==> src/rtl/counter_pkg.sv <==
`default_nettype none
// ============================================================================
//  Module   : counter_pkg
//  Purpose  : Shared constants for the up/down modulo counter family.
//             MODE_WRAP / MODE_SAT select the behaviour at the range ends
//             through the SATURATE parameter of updn_mod_counter.
//  Ports    : none (package)
//  Revision : 1.0 - initial release
// ============================================================================
package counter_pkg;

    localparam int MODE_WRAP = 0;   // wrap to the opposite range end
    localparam int MODE_SAT  = 1;   // hold at the range end

endpackage : counter_pkg
`default_nettype wire

==> src/rtl/tick_prescaler.sv <==
`default_nettype none
// ============================================================================
//  Module   : tick_prescaler
//  Purpose  : Produces one tick every PRESCALE enabled cycles. The phase
//             counter only advances while en=1, so dropping en freezes the
//             phase instead of restarting it.
//  Ports    : clk     - rising-edge clock
//             reset   - synchronous active-high reset (phase -> 0)
//             en      - advance enable
//             restart - synchronous phase restart (phase -> 0)
//             tick    - combinational, high when en=1 on the last phase
//  Revision : 1.0 - initial release
// ============================================================================
module tick_prescaler #(
    parameter int PRESCALE = 1
) (
    input  logic clk,
    input  logic reset,
    input  logic en,
    input  logic restart,
    output logic tick
);

    // PRESCALE=1 still uses a 1-bit phase register that stays at zero, so
    // the tick degenerates to en without a separate code path.
    localparam int CW = (PRESCALE > 1) ? $clog2(PRESCALE) : 1;
    localparam logic [CW-1:0] c_LAST = CW'(PRESCALE - 1);

    logic [CW-1:0] r_phase;
    logic          w_last;

    assign w_last = (r_phase == c_LAST);

    always_ff @(posedge clk) begin
        if (reset || restart) begin
            r_phase <= '0;
        end else if (en) begin
            r_phase <= w_last ? '0 : r_phase + CW'(1);
        end
    end

    assign tick = en && w_last;

endmodule : tick_prescaler
`default_nettype wire

==> src/rtl/updn_mod_counter.sv <==
`default_nettype none
// ============================================================================
//  Module   : updn_mod_counter
//  Purpose  : Parameterised up/down modulo-MOD counter with prescaler,
//             synchronous clear/load, wrap or saturate at the range ends,
//             a one-cycle terminal-count pulse and a sticky overflow flag.
//  Ports    : clk      - rising-edge clock
//             reset    - synchronous active-high reset
//             en       - count enable (gates prescaler and step)
//             up       - 1 increment, 0 decrement
//             clear    - synchronous clear of count and prescaler
//             load     - synchronous parallel load of load_val (clamped)
//             load_val - load value, values >= MOD load MOD-1
//             ovf_clr  - clears the sticky ovf flag
//             count    - registered count, 0..MOD-1
//             tc       - registered terminal-count pulse
//             ovf      - registered sticky overflow/underflow flag
//  Revision : 1.0 - initial release
// ============================================================================
module updn_mod_counter
    import counter_pkg::*;
#(
    parameter int WIDTH    = 4,
    parameter int MOD      = 16,
    parameter int SATURATE = 0,
    parameter int PRESCALE = 1
) (
    input  logic             clk,
    input  logic             reset,
    input  logic             en,
    input  logic             up,
    input  logic             clear,
    input  logic             load,
    input  logic [WIDTH-1:0] load_val,
    input  logic             ovf_clr,
    output logic [WIDTH-1:0] count,
    output logic             tc,
    output logic             ovf
);

    // The modulus may equal 2**WIDTH, so it needs WIDTH+1 bits.
    localparam logic [WIDTH:0]   c_MOD = (WIDTH + 1)'(MOD);
    localparam logic [WIDTH-1:0] c_MAX = WIDTH'(MOD - 1);
    localparam bit               c_SAT = (SATURATE == MODE_SAT);

    logic [WIDTH-1:0] r_count;
    logic             r_tc;
    logic             r_ovf;

    logic             w_tick;
    logic             w_restart;
    logic [WIDTH:0]   w_inc;
    logic [WIDTH:0]   w_dec;
    logic             w_at_top;
    logic             w_at_bot;
    logic             w_term;
    logic             w_take;
    logic [WIDTH-1:0] w_step_val;
    logic [WIDTH-1:0] w_load_val;

    assign w_restart = clear || load;

    tick_prescaler #(
        .PRESCALE (PRESCALE)
    ) u_prescaler (
        .clk     (clk),
        .reset   (reset),
        .en      (en),
        .restart (w_restart),
        .tick    (w_tick)
    );

    // Terminal detection falls out of the widened arithmetic: reaching MOD
    // on increment, or a borrow into the extra bit on decrement.
    assign w_inc    = {1'b0, r_count} + 1'b1;
    assign w_dec    = {1'b0, r_count} - 1'b1;
    assign w_at_top = (w_inc == c_MOD);
    assign w_at_bot = w_dec[WIDTH];
    assign w_term   = up ? w_at_top : w_at_bot;

    always_comb begin
        w_step_val = r_count;
        if (up) begin
            if (!w_at_top)  w_step_val = w_inc[WIDTH-1:0];
            else if (c_SAT) w_step_val = c_MAX;
            else            w_step_val = '0;
        end else begin
            if (!w_at_bot)  w_step_val = w_dec[WIDTH-1:0];
            else if (c_SAT) w_step_val = '0;
            else            w_step_val = c_MAX;
        end
    end

    assign w_load_val = ({1'b0, load_val} >= c_MOD) ? c_MAX : load_val;

    // A tick only counts when neither clear nor load claims the cycle.
    assign w_take = w_tick && !w_restart;

    always_ff @(posedge clk) begin
        if (reset)       r_count <= '0;
        else if (clear)  r_count <= '0;
        else if (load)   r_count <= w_load_val;
        else if (w_tick) r_count <= w_step_val;
    end

    always_ff @(posedge clk) begin
        if (reset) r_tc <= 1'b0;
        else       r_tc <= w_take && w_term;
    end

    // Setting wins over a simultaneous ovf_clr.
    always_ff @(posedge clk) begin
        if (reset)                  r_ovf <= 1'b0;
        else if (w_take && w_term)  r_ovf <= 1'b1;
        else if (ovf_clr)           r_ovf <= 1'b0;
    end

    assign count = r_count;
    assign tc    = r_tc;
    assign ovf   = r_ovf;

endmodule : updn_mod_counter
`default_nettype wire
==> config.mk <==
export PLATFORM = sky130hd
export DESIGN_NAME = updn_mod_counter
export DESIGN_NICKNAME = d
export VERILOG_FILES = /design/src/rtl/counter_pkg.sv /design/src/rtl/tick_prescaler.sv /design/src/rtl/updn_mod_counter.sv
export SDC_FILE = /design/constraint.sdc
export NUM_CORES = 1
export LEC_CHECK = 0
export ABC_AREA = 1
export ABC_CLOCK_PERIOD_IN_PS = 1700
export BUFFER_PORTS_ARGS = -buffer_cell sky130_fd_sc_hd__buf_2
export CAP_MARGIN = 40
export CORE_AREA = 2 2 39 41
export CTS_CLUSTER_SIZE = 24
export DETAILED_ROUTE_END_ITERATION = 10
export DIE_AREA = 0 0 41 43
export SYNTH_ARGS = -nofsm -noshare
export SYNTH_HDL_FRONTEND = slang
export SYNTH_SLANG_ARGS = --single-unit
==> constraint.sdc <==
create_clock -name clk -period 1.7 [get_ports clk]
set_clock_uncertainty 0.1 [all_clocks]
set_input_delay 0 -clock clk [delete_from_list [all_inputs] [get_ports clk]]
set_output_delay 0 -clock clk [all_outputs]
set_load 0.01 [all_outputs]
==> results.py, run 1 <==
metrics = {
    "finish": {
        "postLayoutCoreUtil": 0.429,
        "nets": 104,
        "register_area_um2": 120,
        "drive_above_1_share": 0.236,
        "fillers": 158,
        "syn_to_final_growth_pct": 51.9,
        "multi_input_area_um2": 229,
        "diodes": 0,
    },
    "drt": {
        "wl_per_cell_um": 9.92,
        "drt-pass1-iter-count": 3,
        "route.vias.total": 469,
        "drtAntennaViolNets": 0,
        "drt_first_iter_violations": 3,
        "remaining_drc_errors": 0,
        "vias_per_cell": 4.47,
        "routed_wl_mm": 1.04,
    },
    "worst_setup_path": {
        "cp.required_ps": 1790,
        "cp.arrival_ps": 1480,
        "crit_fanout": 3,
        "worst_setup_path_start_kind": "input port",
        "crit_path_frequent_cell": "dlygate4sd3_1",
        "endpoint_kind": "flip-flop",
        "path_cells": "dlygate4sd3_1, buf_2, nor2_1, dlygate4sd3_1, nand2_1, inv_1",
        "cpPeakStageDelay_ps": 580,
        "slowest_stage": "dlygate4sd3_1",
        "crit_type": "in -> reg",
    },
    "timing": {
        "relSlewSlack": 0.788,
        "hold_violations": 0,
        "setup_viol": 0,
        "period_minus_slack_ps": 1390,
        "fin_tns_setup_ps": 0,
        "maxSlewViolCount": 0,
        "max_freq_mhz": 718,
        "fin_crit_sh": 0.820,
        "worstMarginPinSlew_ps": 317,
        "finalWorstSetupSlack_ps": 307,
        "rsz0062_at_grt": "no",
    },
    "global_route": {
        "grt_max_degree": 8,
        "first_global_vias": 438,
        "gr-total-overflow": 0,
        "track_usage": 0.137,
        "grt_antenna_before_repair": 0,
        "grt_pass1_wl_mm": 1.61,
    },
    "synth": {
        "synthArstFlopShare": 0,
        "syn_nets": 75,
        "ys_ff_latch": 6,
        "syn_avg_cell_area_um2": 6.30,
        "synth_warnings": 0,
        "syn_inst": 62,
        "ys.flop_type": "dfxtp_1",
        "netlist_area_um2": 390,
        "synth.distinct_cells": 16,
        "seq_area_frac_synth": 0.308,
        "synth_edf_count": 0,
    },
    "floorplanning": {
        "die_w_um": 41,
        "ioPinCount": 17,
        "core.rowCount": 14,
        "dieArea_um2": 1760,
        "coreArea_um2": 1380,
        "die_h_um": 43,
        "initial_core_util": 0.282,
    },
    "worst_hold_path": {
        "min_path_type": "in -> reg",
    },
    "power": {
        "cellPowerDensity_nw_per_um2": 623,
        "power_w": 0.000370,
        "p_leak_nw": 0.323,
        "ir_worst_vdd_v": 0.000524,
    },
    "cts": {
        "cts-buffers-inserted": 3,
        "clock_latency_ps": 240,
        "clockRootBuffer": "clkbuf_4",
        "cts_buffer_depth": 2,
        "clk_pin_slew_ps": 40,
        "cts_tree": "yes",
        "cts.sinks": 6,
        "htreeDepth": 1,
    },
    "place": {
        "port_buffers": 16,
        "gp_congestion": 0.761,
        "dp_slack_ps": 319,
        "dp_hpwl_um": 756,
    },
    "job": {
        "max_cap_violations": 0,
    },
    "status": {
        "status": "complete, no violations",
    },
}
-- flip-flops by register name (all words and copies together), names as in the netlist --
signal,flops
count,4
tc,1
ovf,1
-- final timing paths --
check	cells after the start	slack, ps	startpoint	endpoint
setup reg to reg	6	310	count[0]$_SDFFE_PP0P_	ovf$_SDFFE_PP0P_
hold reg to reg	2	370	ovf$_SDFFE_PP0P_	ovf$_SDFFE_PP0P_
setup / recovery	6	310	clear	count[0]$_SDFFE_PP0P_
hold / removal	4	4	en	count[3]$_SDFFE_PP0P_
-- final cells by class --
cell class                 count  share of cell area
clock buffer                   3              0.0380
tap                           16              0.0338
inverter                      11              0.0696
multi-input combinational     45               0.386
timing repair buffer          24               0.270
sequential                     6               0.203
-- metal layers --
metal	global-route usage	wire (µm)	part of all wire	vias up
met4	0.0600	19	0.018	0
met2	0.269	593	0.57	11
met3	0.0157	35	0.034	2
met1	0.123	394	0.38	201
met5	0	0	0	-
li1	-	-	-	255
-- logic make-up after synthesis --
logic type               count (synthesis)  synth area share
AND/OR/NAND/NOR                         35             0.378
AO/OA/AOI/OAI                            7             0.122
buffers and inverters                   11             0.106
XOR/XNOR                                 1            0.0224
adder cells (fa/ha/maj)                  2            0.0641
flip-flops                               6             0.308
-- layout by cell type (no fill, tap or decap), types with 2 or more instances in the layout --
cell type      instances
inv_1                 11
nand2_1               18
dfxtp_1                6
buf_2                 16
nor2_1                 6
dlygate4sd3_1          8
ha_1                   2
clkbuf_4               3
nand3_1                9
-- critical path: cells and delay by family --
kind                   cells  cell delay, ps
buffers and inverters      4            1280
AND/OR/NAND/NOR            2             210
-- synthesized netlist by cell type, types with 2 or more instances --
cell / instances / share of area
nor2_1: 6 / 0.058
nand2_1: 18 / 0.17
nand3_1: 9 / 0.12
dfxtp_1: 6 / 0.31
ha_1: 2 / 0.064
inv_1: 11 / 0.11
-- stage by stage --
step / hold WS (ps) / cell area, µm² / cells
2_1_floorplan: -8.36 / 390 / 62
3_3_place_gp: 101 / 490 / 94
3_5_place_dp: 105 / 490 / 94
4_1_cts: 4.00 / 593 / 105
5_1_grt: 43.0 / 593 / 105
6_report: 4.21 / 593 / 105
-- report_power, final --
part | total [W] | switching (W) | internal (W)
combinational | 0.0000856 | 0.0000425 | 0.0000431
clock | 0.000129 | 0.0000495 | 0.0000797
sequential | 0.000155 | 0.00000827 | 0.000147
total | 0.000370 | 0.000100 | 0.000269
-- repair_timing --
action / 4_1_cts / 5_1_grt
gates resized for setup: 0 / 0
hold buffers: 8 / 0
hold endpoints to repair: 6 / 0
setup endpoints to repair: 0 / 0
setup buffers: 0 / 0
(Power assumes the default switching activity.)
==> run 2, diff against run 1 <==
--- a/config.mk
+++ b/config.mk
@@ -6,7 +6,7 @@
 export NUM_CORES = 1
 export LEC_CHECK = 0
 export ABC_AREA = 1
-export ABC_CLOCK_PERIOD_IN_PS = 1700
+export ABC_CLOCK_PERIOD_IN_PS = 1300
 export BUFFER_PORTS_ARGS = -buffer_cell sky130_fd_sc_hd__buf_2
 export CAP_MARGIN = 40
 export CORE_AREA = 2 2 39 41
==> constraint.sdc (replaced) <==
create_clock -name clk -period 1.3 [get_ports clk]
set_clock_uncertainty 0.1 [all_clocks]
set_input_delay 0 -clock clk [delete_from_list [all_inputs] [get_ports clk]]
set_output_delay 0 -clock clk [all_outputs]
set_load 0.01 [all_outputs]
==> run 2 against run 1 <==
  * Worst setup slack lost 200 ps
  * Die area unchanged
  * First-iteration DRC count shrank 33%
  * Count of clock-buffer cells in the layout unchanged
  * Sequential power is 28% higher
  * Via count up 3.6%
  * Combinational power grew 54%
  * Routed wire length grew 1.1%
  * Final cell count rose by 4.8%
  * Cell area is 12% higher
  * Total power is 35% higher
  * Critical path type unchanged
  * Critical endpoint is now count[1]$_SDFFE_PP0P_
==> results.py, run 2 (synthesis results as in run 1) <==
metrics = {
    "status": {
        "status": "complete, no violations",
    },
    "global_route": {
        "grt_antenna_before_repair": 0,
        "grt_use_met1": 0.152,
        "gr-total-overflow": 0,
        "track_usage": 0.146,
        "first_global_vias": 456,
        "grt_pass1_wl_mm": 1.66,
        "use_met3": 0.0157,
        "use_met2": 0.231,
        "grt_busiest_layer": "met2",
        "grt_max_degree": 7,
    },
    "power": {
        "ir_worst_vdd_v": 0.000479,
        "p_leak_nw": 0.351,
        "power_w": 0.000499,
        "cellPowerDensity_nw_per_um2": 755,
    },
    "place": {
        "gp_congestion": 0.792,
        "placed_cell_area_um2": 522,
        "port_buffers": 16,
        "dp_hpwl_um": 767,
    },
    "timing": {
        "fin_crit_sh": 0.916,
        "relSlewSlack": 0.792,
        "hold_violations": 0,
        "setup_viol": 0,
        "period_minus_slack_ps": 1190,
        "max_freq_mhz": 840,
        "worstMarginPinSlew_ps": 311,
        "maxSlewViolCount": 0,
    },
    "drt": {
        "drtAntennaViolNets": 0,
        "wl_per_cell_um": 9.57,
        "vias_per_cell": 4.42,
        "remaining_drc_errors": 0,
        "drt-pass1-iter-count": 4,
        "route.vias.total": 486,
        "drt_first_iter_violations": 2,
        "routed_wl_mm": 1.05,
    },
    "worst_setup_path": {
        "crit_type": "in -> reg",
        "endpoint_kind": "flip-flop",
        "path_cells": "dlygate4sd3_1, buf_2, nor2_1, o21a_1, nand2_1, a31oi_1",
        "worst_setup_path_start_kind": "input port",
        "r2r_slack_ps": 110,
        "cp.arrival_ps": 1250,
        "cpPeakStageDelay_ps": 530,
        "crit_buf_inv": 2,
        "slowest_stage": "dlygate4sd3_1",
        "crit_family": "buffers and inverters",
        "cp.required_ps": 1360,
        "crit_fanout": 6,
    },
    "cts": {
        "cts_tree": "yes",
        "clockRootBuffer": "clkbuf_4",
        "clock_latency_ps": 240,
        "cts-buffers-inserted": 3,
        "cts_buffer_depth": 2,
        "clk_pin_slew_ps": 40,
        "htreeDepth": 1,
        "cts.sinks": 6,
    },
    "floorplanning": {
        "die_h_um": 43,
        "die_w_um": 41,
        "core.rowCount": 14,
        "initial_core_util": 0.282,
        "coreArea_um2": 1380,
        "dieArea_um2": 1760,
        "ioPinCount": 17,
    },
    "finish": {
        "diodes": 0,
        "final_common_cell": "nand2_1",
        "drive_above_1_share": 0.362,
        "layout_common_cells": "nand2_1 (18), buf_2 (16), inv_1 (9), nand3_1 (9), dlygate4sd3_1 (8)",
        "design_area_um2": 662,
        "largest_reg_flops": 4,
        "nets": 109,
        "postLayoutCoreUtil": 0.478,
        "syn_to_final_growth_pct": 69.6,
    },
    "worst_hold_path": {
        "min_path_type": "in -> reg",
    },
    "job": {
        "max_cap_violations": 0,
    },
}
## run 2: cell count changes in the layout (fill, tap and decap cells not counted), moves of 2 or more
cell | before | now
buf_4 | 0 | 5
dfxtp_1 | 6 | 3
dfxtp_4 | 0 | 2
ha_1 | 2 | 0
inv_1 | 11 | 9
inv_2 | 0 | 2
## run 2: final cells by class
cell class | count | area (µm²)
clock buffer | 3 | 22.5
sequential | 6 | 129
fill | 143 | 722
multi-input combinational | 45 | 251
inverter | 11 | 41.3
timing repair buffer | 29 | 198
tap | 16 | 20.0
## run 2: routing by layer
metal  share of wire  wire [µm]
met1            0.40        421
met2            0.56        586
met3           0.030         32
met4           0.011         12
met5               0          0
## run 2: power by group
| group | switching [W] | internal, W |
|---|---|---|
| Combinational | 0.0000620 | 0.0000703 |
| Clock | 0.0000640 | 0.000104 |
| Sequential | 0.00000883 | 0.000190 |
| Total | 0.000135 | 0.000365 |
## run 2: path summary, 6_finish.rpt
kind | start | to | cells past startpoint
min | load_val[3] | count[3]$_SDFFE_PP0P_ | 5
min reg2reg | ovf$_SDFFE_PP0P_ | ovf$_SDFFE_PP0P_ | 2
max reg2reg | count[0]$_SDFFE_PP0P_ | count[2]$_SDFFE_PP0P_ | 7
max | load | count[1]$_SDFFE_PP0P_ | 6
## run 2: stage by stage
step | setup slack [ps] | hold slack, ps | setup TNS (ps) | std cells
4_1_cts | 15.9 | 29.5 | 0 | 109
3_5_place_dp | 21.1 | 97.5 | 0 | 98
3_3_place_gp | 29.7 | 95.0 | 0 | 98
5_1_grt | -5.43 | 62.7 | -5.43 | 110
6_report | 109 | 36.9 | 0 | 110
2_1_floorplan | 19.4 | -8.36 | 0 | 62
## run 2: worst min-delay path, cell delays in order
cell,delay (ps)
buf_2,80
nor2_1,30
nor2_1,70
nand2_1,70
a21oi_2,100
## run 2: what timing repair did
action	CTS	global route
gates resized for setup	0	12
buffers inserted	0	1
hold endpoints to repair	6	0
hold buffers	8	0
endpoints found under the setup margin	0	5
